**src/rtl/worley_noise_pipe_if.sv**
```systemverilog
// Pixel stream in, noise stream out. Valid-only: there is no ready, so the pipeline never stalls.
// The producer drives the in_* side (master) and the noise pipe drives the out_* side (slave).
interface worley_noise_pipe_if #(
    parameter int COORD_W = 10,
    parameter int NOISE_W = 8,
    parameter int IDX_W   = 2
);
    logic               in_valid;
    logic [COORD_W-1:0] in_x;
    logic [COORD_W-1:0] in_y;
    logic [2:0]         in_side;
    logic               out_valid;
    logic [NOISE_W-1:0] noise;
    logic [IDX_W-1:0]   nearest_idx;
    logic [2:0]         out_side;

    modport master (output in_valid, in_x, in_y, in_side,
                    input  out_valid, noise, nearest_idx, out_side);
    modport slave  (input  in_valid, in_x, in_y, in_side,
                    output out_valid, noise, nearest_idx, out_side);
endinterface

```
**src/rtl/worley_noise_pipe.sv**
```systemverilog
// Worley noise pipeline: nearest/second-nearest distance to NUM_POINTS bouncing points per pixel.
// Latency 4+clog2(NUM_POINTS) cycles, one pixel per cycle; no backpressure, bubbles flow through.
module worley_noise_pipe #(
    parameter int NUM_POINTS = 4,
    parameter int COORD_W    = 10,
    parameter int NOISE_W    = 8,
    parameter int H_RES      = 640,
    parameter int V_RES      = 480,
    parameter int DIST_SHIFT = 8
) (
    input  logic                          clk,
    input  logic                          reset,
    worley_noise_pipe_if.slave            pix,
    input  logic [1:0]                    mode,
    input  logic                          frame_tick,
    input  logic                          cfg_we,
    input  logic [$clog2(NUM_POINTS)-1:0] cfg_idx,
    input  logic [COORD_W-1:0]            cfg_x,
    input  logic [COORD_W-1:0]            cfg_y,
    input  logic signed [3:0]             cfg_dx,
    input  logic signed [3:0]             cfg_dy
);
    localparam int IDX_W = $clog2(NUM_POINTS);
    localparam int LVL   = $clog2(NUM_POINTS);
    localparam int NP    = 1 << LVL;
    localparam int LAT   = 4 + LVL;
    localparam int SQ_W  = 2 * COORD_W;
    localparam int D_W   = 2 * COORD_W + 1;
    localparam int P_W   = COORD_W + 2;
    localparam int MAX_N = (1 << NOISE_W) - 1;

    // Feature point state
    logic [COORD_W-1:0] px_q  [NUM_POINTS], px_d  [NUM_POINTS];
    logic [COORD_W-1:0] py_q  [NUM_POINTS], py_d  [NUM_POINTS];
    logic signed [3:0]  pdx_q [NUM_POINTS], pdx_d [NUM_POINTS];
    logic signed [3:0]  pdy_q [NUM_POINTS], pdy_d [NUM_POINTS];

    // Datapath stages
    logic [COORD_W-1:0] ax_q  [NUM_POINTS], ax_d  [NUM_POINTS];
    logic [COORD_W-1:0] ay_q  [NUM_POINTS], ay_d  [NUM_POINTS];
    logic [SQ_W-1:0]    sqx_q [NUM_POINTS], sqx_d [NUM_POINTS];
    logic [SQ_W-1:0]    sqy_q [NUM_POINTS], sqy_d [NUM_POINTS];
    logic [D_W-1:0]     f1_q  [LVL+1][NP],  f1_d  [LVL+1][NP];
    logic [D_W-1:0]     f2_q  [LVL+1][NP],  f2_d  [LVL+1][NP];
    logic [IDX_W-1:0]   id_q  [LVL+1][NP],  id_d  [LVL+1][NP];

    // Control / sideband
    logic [LAT-2:0]     vld_sr_q, vld_sr_d;
    logic [2:0]         side_sr_q [LAT-1], side_sr_d [LAT-1];
    logic               out_valid_q, out_valid_d;
    logic [2:0]         out_side_q, out_side_d;
    logic [NOISE_W-1:0] noise_q, noise_d;
    logic [IDX_W-1:0]   nidx_q, nidx_d;

    // Returns {next position, next velocity}; an out-of-range step reflects the velocity and holds position.
    function automatic logic [COORD_W+3:0] move_axis(input logic [COORD_W-1:0] p,
                                                      input logic signed [3:0] d,
                                                      input int res);
        logic signed [P_W-1:0] nxt;
        nxt = $signed({2'b00, p}) + P_W'(d);
        if (int'(nxt) < 0 || int'(nxt) > res - 1)
            return {p, -d};
        return {nxt[COORD_W-1:0], d};
    endfunction

    function automatic logic [D_W-1:0] dmin(input logic [D_W-1:0] a, input logic [D_W-1:0] b);
        return (b < a) ? b : a;
    endfunction

    function automatic logic [NOISE_W-1:0] sat(input logic [D_W-1:0] v);
        logic [D_W-1:0] s;
        s = v >> DIST_SHIFT;
        if (s > D_W'(MAX_N))
            return '1;
        return s[NOISE_W-1:0];
    endfunction

    always_comb begin
        for (int i = 0; i < NUM_POINTS; i++) begin
            px_d[i]  = px_q[i];
            py_d[i]  = py_q[i];
            pdx_d[i] = pdx_q[i];
            pdy_d[i] = pdy_q[i];
            if (frame_tick) begin
                {px_d[i], pdx_d[i]} = move_axis(px_q[i], pdx_q[i], H_RES);
                {py_d[i], pdy_d[i]} = move_axis(py_q[i], pdy_q[i], V_RES);
            end
            // A config write overrides motion for its own point only
            if (cfg_we && int'(cfg_idx) == i) begin
                px_d[i]  = cfg_x;
                py_d[i]  = cfg_y;
                pdx_d[i] = cfg_dx;
                pdy_d[i] = cfg_dy;
            end
        end
    end

    always_comb begin
        for (int i = 0; i < NUM_POINTS; i++) begin
            ax_d[i]  = (pix.in_x >= px_q[i]) ? pix.in_x - px_q[i] : px_q[i] - pix.in_x;
            ay_d[i]  = (pix.in_y >= py_q[i]) ? pix.in_y - py_q[i] : py_q[i] - pix.in_y;
            sqx_d[i] = SQ_W'(ax_q[i]) * SQ_W'(ax_q[i]);
            sqy_d[i] = SQ_W'(ay_q[i]) * SQ_W'(ay_q[i]);
        end
    end

    always_comb begin
        for (int l = 0; l <= LVL; l++) begin
            for (int j = 0; j < NP; j++) begin
                f1_d[l][j] = '0;
                f2_d[l][j] = '0;
                id_d[l][j] = '0;
            end
        end
        for (int j = 0; j < NUM_POINTS; j++) begin
            f1_d[0][j] = D_W'(sqx_q[j]) + D_W'(sqy_q[j]);
            f2_d[0][j] = '1;
            id_d[0][j] = IDX_W'(j);
        end
        // Padding leaves sit beyond any reachable distance so they never win
        for (int j = NUM_POINTS; j < NP; j++) begin
            f1_d[0][j] = '1;
            f2_d[0][j] = '1;
            id_d[0][j] = IDX_W'(j);
        end
        // Left child always holds the lower indices, so ties keep the left idx
        for (int l = 1; l <= LVL; l++) begin
            for (int j = 0; j < (NP >> l); j++) begin
                if (f1_q[l-1][2*j+1] < f1_q[l-1][2*j]) begin
                    f1_d[l][j] = f1_q[l-1][2*j+1];
                    id_d[l][j] = id_q[l-1][2*j+1];
                    f2_d[l][j] = dmin(f1_q[l-1][2*j], f2_q[l-1][2*j+1]);
                end else begin
                    f1_d[l][j] = f1_q[l-1][2*j];
                    id_d[l][j] = id_q[l-1][2*j];
                    f2_d[l][j] = dmin(f1_q[l-1][2*j+1], f2_q[l-1][2*j]);
                end
            end
        end
    end

    always_comb begin
        vld_sr_d     = {vld_sr_q[LAT-3:0], pix.in_valid};
        side_sr_d[0] = pix.in_side;
        for (int k = 1; k < LAT - 1; k++)
            side_sr_d[k] = side_sr_q[k-1];
        out_valid_d = vld_sr_q[LAT-2];
        out_side_d  = side_sr_q[LAT-2];
        noise_d     = noise_q;
        nidx_d      = nidx_q;
        if (vld_sr_q[LAT-2]) begin
            nidx_d = id_q[LVL][0];
            case (mode)
                2'd0:    noise_d = ~sat(f1_q[LVL][0]);
                2'd1:    noise_d = sat(f2_q[LVL][0] - f1_q[LVL][0]);
                default: noise_d = sat(f1_q[LVL][0]);
            endcase
        end
    end

    always_ff @(posedge clk) begin
        if (reset) begin
            for (int i = 0; i < NUM_POINTS; i++) begin
                px_q[i]  <= COORD_W'(H_RES / (2 * NUM_POINTS) + i * H_RES / NUM_POINTS);
                py_q[i]  <= COORD_W'(V_RES / 2);
                pdx_q[i] <= (i % 2 == 0) ? 4'sd1 : -4'sd1;
                pdy_q[i] <= (i % 2 == 0) ? 4'sd1 : -4'sd1;
            end
            vld_sr_q <= '0;
            for (int k = 0; k < LAT - 1; k++)
                side_sr_q[k] <= '0;
            out_valid_q <= 1'b0;
            out_side_q  <= '0;
            noise_q     <= '0;
            nidx_q      <= '0;
        end else begin
            px_q        <= px_d;
            py_q        <= py_d;
            pdx_q       <= pdx_d;
            pdy_q       <= pdy_d;
            vld_sr_q    <= vld_sr_d;
            side_sr_q   <= side_sr_d;
            out_valid_q <= out_valid_d;
            out_side_q  <= out_side_d;
            noise_q     <= noise_d;
            nidx_q      <= nidx_d;
        end
    end

    // Pure datapath: validity is carried by vld_sr_q, so these need no reset
    always_ff @(posedge clk) begin
        ax_q  <= ax_d;
        ay_q  <= ay_d;
        sqx_q <= sqx_d;
        sqy_q <= sqy_d;
        f1_q  <= f1_d;
        f2_q  <= f2_d;
        id_q  <= id_d;
    end

    assign pix.out_valid   = out_valid_q;
    assign pix.out_side    = out_side_q;
    assign pix.noise       = noise_q;
    assign pix.nearest_idx = nidx_q;
endmodule

```
**src/flat_wrapper.sv**
```systemverilog
// flat-port wrapper written by rule: the top's interface ports become plain ports
module worley_noise_pipe_flat 
#(
    parameter int NUM_POINTS = 4,
    parameter int COORD_W    = 10,
    parameter int NOISE_W    = 8,
    parameter int H_RES      = 640,
    parameter int V_RES      = 480,
    parameter int DIST_SHIFT = 8
)
  (clk, reset, mode, frame_tick, cfg_we, cfg_idx, cfg_x, cfg_y, cfg_dx, cfg_dy, pix_in_valid, pix_in_x, pix_in_y, pix_in_side, pix_out_valid, pix_noise, pix_nearest_idx, pix_out_side);
  worley_noise_pipe_if #(.COORD_W(COORD_W), .NOISE_W(NOISE_W), .IDX_W(2)) pix_i ();
  input  logic clk;
  input  logic reset;
  input  logic [1:0] mode;
  input  logic frame_tick;
  input  logic cfg_we;
  input  logic [$clog2(NUM_POINTS)-1:0] cfg_idx;
  input  logic [COORD_W-1:0] cfg_x;
  input  logic [COORD_W-1:0] cfg_y;
  input  logic signed [3:0] cfg_dx;
  input  logic signed [3:0] cfg_dy;
  input wire logic [$bits(pix_i.in_valid)-1:0] pix_in_valid;
  input wire logic [$bits(pix_i.in_x)-1:0] pix_in_x;
  input wire logic [$bits(pix_i.in_y)-1:0] pix_in_y;
  input wire logic [$bits(pix_i.in_side)-1:0] pix_in_side;
  output wire logic [$bits(pix_i.out_valid)-1:0] pix_out_valid;
  output wire logic [$bits(pix_i.noise)-1:0] pix_noise;
  output wire logic [$bits(pix_i.nearest_idx)-1:0] pix_nearest_idx;
  output wire logic [$bits(pix_i.out_side)-1:0] pix_out_side;
  assign pix_i.in_valid = pix_in_valid;
  assign pix_i.in_x = pix_in_x;
  assign pix_i.in_y = pix_in_y;
  assign pix_i.in_side = pix_in_side;
  assign pix_out_valid = pix_i.out_valid;
  assign pix_noise = pix_i.noise;
  assign pix_nearest_idx = pix_i.nearest_idx;
  assign pix_out_side = pix_i.out_side;
  worley_noise_pipe #(.NUM_POINTS(NUM_POINTS), .COORD_W(COORD_W), .NOISE_W(NOISE_W), .H_RES(H_RES), .V_RES(V_RES), .DIST_SHIFT(DIST_SHIFT)) u_core (.clk(clk), .reset(reset), .pix(pix_i), .mode(mode), .frame_tick(frame_tick), .cfg_we(cfg_we), .cfg_idx(cfg_idx), .cfg_x(cfg_x), .cfg_y(cfg_y), .cfg_dx(cfg_dx), .cfg_dy(cfg_dy));
endmodule
```
**config.mk**
```make
export PLATFORM = sky130hd
export DESIGN_NAME = worley_noise_pipe_flat
export DESIGN_NICKNAME = d
export VERILOG_FILES = /design/src/rtl/worley_noise_pipe_if.sv /design/src/rtl/worley_noise_pipe.sv /design/src/flat_wrapper.sv
export SDC_FILE = /design/constraint.sdc
export NUM_CORES = 2
export LEC_CHECK = 0
export CORE_ASPECT_RATIO = 1.25
export CORE_UTILIZATION = 50
export DETAILED_ROUTE_END_ITERATION = 16
export GPL_ROUTABILITY_DRIVEN = 0
export PLACE_DENSITY = 0.66
export SYNTH_ARGS = -nofsm -noshare
export SYNTH_HDL_FRONTEND = slang
export SYNTH_SLANG_ARGS = --single-unit
```
**constraint.sdc**
```tcl
create_clock -name clk -period 10.6 [get_ports clk]
set_input_delay 1.59 -clock clk [delete_from_list [all_inputs] [get_ports clk]]
set_output_delay 1.59 -clock clk [all_outputs]
set_load 0.05 [all_outputs]
```
; ---- After elaboration in Yosys (flattened, before gate mapping)
; Cells that the tools add are included.
[word_totals]
regBits = 601
latchBits = 0
mem_bits_rw = 0
romBits = 0
mem_count = 0
[op_classes]
n_addsub = 37
multipliers = 8
n_div = 0
n_lt_le_gt_ge = 35
eq_ne = 12
n_shift = 0
mux = 103
bitwise_logic = 1
reduce_logical = 43
[ops]
columns = op, count
row1 = 21-bit two-way mux, 12
row2 = 10-bit two-way mux, 24
row3 = 10-bit by 10-bit multiplier with 20-bit output, 8
row4 = 10-bit subtractor, 16
row5 = 14-bit two-way mux, 8
row6 = 21-bit < comparator, 5
row7 = 11-bit by 4-bit adder with 12-bit output, 8
row8 = 12-bit by 1-bit < comparator with 1-bit output (second input constant), 8
row9 = 4-bit two-way mux, 24
row10 = 20-bit by 20-bit adder with 21-bit output, 4
row11 = 21-bit < comparator (first input constant), 4
row12 = 10-bit >= comparator, 8
row13 = 8-bit two-way mux, 7
row14 = 12-bit by 10-bit > comparator with 1-bit output (second input constant), 4
row15 = 12-bit by 11-bit > comparator with 1-bit output (second input constant), 4
row16 = 4-bit negation, 8
row17 = 2-bit AND reduction, 16
row18 = 13-bit by 8-bit > comparator with 1-bit output (second input constant), 2
row19 = 1-bit two-way mux, 26
row20 = 3-bit != test (second input constant), 8
row21 = 2-bit nonzero test, 12
row22 = 21-bit subtractor, 1
row23 = 8-bit case mux with 2 select lines, 1
row24 = 1-bit logical OR, 8
row25 = other kinds (7), 13

; ---- Depth between registers and ports, before layout
[logic_depth]
ltp_word = 9
mapped_depth = 22
mapped_depth_nobuf = 21

; ---- Worst setup path after synthesis
; No wires, ideal clock.
[synth_path]
path_type = register to register
start = register u_core.ay_q[30] (netlist name)
end = register u_core.sqy_q[79] (netlist name)
setup_ps = 72
arrival_time_ps = 5107
required_ps = 10528
path_slack_ps = 5421
stages_incl_launch_ff = 20
n_path_buf = 1
path_cell_list = dfxtp_1 > clkbuf_1 > nand2_1 > fa_1 > fa_1 > inv_1 > fa_1 > fa_1 > inv_1 > fa_1 > inv_1 > ha_1 > or3_1 > o211ai_1 > a31oi_1 > a21oi_1 > o21ai_0 > a21o_1 > a21oi_1 > xor2_1
[synth_lines]
columns = element, line_no
row1 = "start, declared", worley_noise_pipe.sv:40  ; logic [COORD_W-1:0] ay_q [NUM_POINTS], ay_d [NUM_POINTS];
row2 = "start signal, assigned", worley_noise_pipe.sv:193  ; ay_q <= ay_d;
row3 = "end signal, assigned", worley_noise_pipe.sv:195  ; sqy_q <= sqy_d;
row4 = "end, declared", worley_noise_pipe.sv:42  ; logic [SQ_W-1:0] sqy_q [NUM_POINTS], sqy_d [NUM_POINTS];

==> out/metrics.csv <==
metric,value,unit
status,"finished, final reports clean",
rsz0062_at_grt,no,
path_buf_inv,3,
max_stage_delay,0.55,ns
synth.top_cells.by_area,"dfxtp_1 22%, ha_1 19%, fa_1 15%",
crit_required,11.16,ns
drt-vias-per-instance,5.45,
syn_to_final_growth,8.46,%
worstMarginPinSlew,1.07,ns
period_share,0.521,
critPathLaunchType,flip-flop,
cts_buffers,70,
min_period,5.52,ns
hpwl,106,mm
slew_viol_final,0,
setup_viol,0,
clock_sinks,592,
finalHoldViolCount,0,
finalSetupTns,0,ns
min_path_type,reg -> reg,
ys.flop_type,dfxtp_1,
yosysUniqueCellTypes,89,
drc,0,
grt_pass1_vias,41106,
ant_nets,0,
row_count,134,
grt_pass1_wl,209,mm
synth.yosys.seq_area_share,0.220,
die_h,369,µm
syn-num-nets,7143,
crit_path_cell_trace,nand2_1 -> fa_1 -> fa_1 -> inv_1 -> fa_1 -> fa_1 -> inv_1 -> fa_1 -> inv_1 -> ha_1 -> or3_1 -> o211ai_1 -> a31oi_1 -> a21oi_1 -> o21ai_0 -> a21o_1 -> a21oi_1 -> xor2_1,
crit_top_cell,fa_1,
n_antenna_cell,0,
dieArea,109000,µm²
fmax,181,MHz
drive_gt1_frac,0.0532,
dr_total_vias,40116,
path_max_fanout,15,
antenna_found_initial,8,
grt_use_total,0.240,
cp_slowest_cell,fa_1,
post-cts-setup-buffers,0,
die_x,296,µm
synth_top_cell_by_area,dfxtp_1,
synth_edf_count,0,
grt_overflow_total,0,
synthCells,5857,
routedWlPerCell,17.5,µm
wirelength,129,mm
ios,74,
ctsHoldBuffers,0,
firstDrtPassIters,5,
cts_root_buf,clkbuf_16,
critPathKind,reg -> reg,
clk_pin_slew,0.06,ns
crit_arrival,6.08,ns
fin_nets,7159,
io_buffers,73,
yosysWarningCount,0,
ctsResizeCount,0,
grt_max_degree,76,
nFillCells,9576,
coreArea,107000,µm²
clock_latency,0.64,ns
netlist_area,53800,µm²
slew_headroom,0.281,
initial_core_util,0.504,
h-tree-depth,3,
drv_cap,0,
avgSynthCellArea,9.19,µm²
endpoint_kind,flip-flop,
clock_path_buffers,3,
critPathTopFamily,adder cells,
fin_skew,0.0345,ns
synth-async-reset-ratio,0,
ys_ff_latch,592,
drt_iter0_markers,1763,
cts_tree,built,
synth_top_area_frac,0.220,
-- placed cells by master, fill, tap and decap left out, types with 120 or more instances in the layout --
| cell type | instances |
|---|---|
| a21oi_1 | 326 |
| and2_1 | 241 |
| dfxtp_1 | 592 |
| fa_1 | 403 |
| ha_1 | 823 |
| inv_1 | 803 |
| mux2i_1 | 170 |
| nand2_1 | 289 |
| nor2_1 | 283 |
| nor3_1 | 120 |
| o21ai_0 | 260 |
| xnor2_1 | 255 |
-- path summary, 6_finish.rpt --
check                                   end  cells after the start                      startpoint  slack (ns)
max reg2reg        u_core.sqy_q[79]$_DFF_P_                     18         u_core.ay_q[30]$_DFF_P_        5.08
max                u_core.sqy_q[79]$_DFF_P_                     18         u_core.ay_q[30]$_DFF_P_        5.08
min          u_core.side_sr_d[5]$_SDFF_PP0_                      1  u_core.side_sr_d[8]$_SDFF_PP0_        0.43
min reg2reg  u_core.side_sr_d[5]$_SDFF_PP0_                      1  u_core.side_sr_d[8]$_SDFF_PP0_        0.43
-- flip-flops by register name, summed over array words and instances (netlist names) --
signal                  flops
u_core.id_q                 4
u_core.ax_q                40
u_core.pix.out_valid        1
u_core.f1_q               147
u_core.sqx_q               76
u_core.sqy_q               76
u_core.f2_q                63
u_core.pix.noise            8
u_core.pdy_q               16
u_core.pdx_q               16
u_core.px_q                40
u_core.py_q                40
u_core.side_sr_d           12
u_core.pix.nearest_idx      2
u_core.vld_sr_q             5
u_core.ay_q                40
u_core.pix.out_side         3
u_core.out_side_d           3
-- routing by layer --
metal  routed length (µm)  up-vias  global-route usage
met3                 4150      247              0.0248
met5                   12        -                   0
li1                     -    19883                   -
met1                52600    19308               0.274
met2                65100      676               0.441
met4                 6660        2               0.119
-- cells in the mapped netlist, types with 29 or more instances --
| master | n |
|---|---|
| and2_1 | 241 |
| o211ai_1 | 33 |
| a31oi_1 | 35 |
| nand2_1 | 289 |
| a211oi_1 | 42 |
| nor4_1 | 29 |
| mux2i_1 | 170 |
| dfxtp_1 | 592 |
| xnor2_1 | 255 |
| a21o_1 | 112 |
| nand4_1 | 43 |
| fa_1 | 403 |
| o21ai_0 | 260 |
| nor3_1 | 120 |
| nor2b_1 | 113 |
| nor2_1 | 283 |
| nand3_1 | 54 |
| a21oi_1 | 326 |
| ha_1 | 823 |
| mux2_2 | 114 |
| xor2_1 | 94 |
| nand2b_1 | 46 |
| o21a_1 | 52 |
| o21bai_1 | 38 |
| clkbuf_1 | 128 |
| inv_1 | 804 |
-- metrics by stage --
step | std cells | worst slack, ns | hold slack [ns] | instance area [µm²] | utilization
final | 7354 | 5.08 | 0.430 | 58400 | 0.547
after global routing | 7354 | 4.70 | 0.449 | 58400 | 0.547
after CTS | 7354 | 5.09 | 0.436 | 58400 | 0.547
after detailed placement | 7229 | 4.97 | 0.425 | 56000 | 0.524
after global placement | 7229 | 5.01 | 0.415 | 56000 | 0.524
after floorplan | 5857 | 5.42 | 0.366 | 53800 | -
-- worst reg2reg max path, cell delays in order, from the launching register on --
cell,delay [ns]
dfxtp_1,0.54
nand2_1,0.20
fa_1,0.54
fa_1,0.54
inv_1,0.06
fa_1,0.51
fa_1,0.55
inv_1,0.06
fa_1,0.52
inv_1,0.04
ha_1,0.23
or3_1,0.41
o211ai_1,0.25
a31oi_1,0.17
a21oi_1,0.17
o21ai_0,0.14
a21o_1,0.20
a21oi_1,0.16
xor2_1,0.16
-- cell type report --
type | count | area, µm² | area share
Multi-Input combinational cell | 4313 | 38400 | 0.658
Inverter | 805 | 3020 | 0.0517
Timing Repair Buffer | 91 | 863 | 0.0148
Sequential cell | 592 | 11900 | 0.203
Clock inverter | 38 | 528 | 0.00904
Tap cell | 1428 | 1790 | 0.0306
Clock buffer | 87 | 1920 | 0.0328
-- cells by family after synthesis --
kind of cell / count (synthesis) / share of synthesized area
and+or+nand+nor: 1331 / 0.126
adders and majority gates: 1226 / 0.341
AOI/OAI and AO/OA: 1123 / 0.133
buffers and inverters: 952 / 0.0670
DFF: 592 / 0.220
xor gates and xnor gates: 349 / 0.0568
muxes: 284 / 0.0554
Power is left out: the tool's default activity adds up to more than one toggle a clock period on the data nets, which glitch-free logic cannot reach.
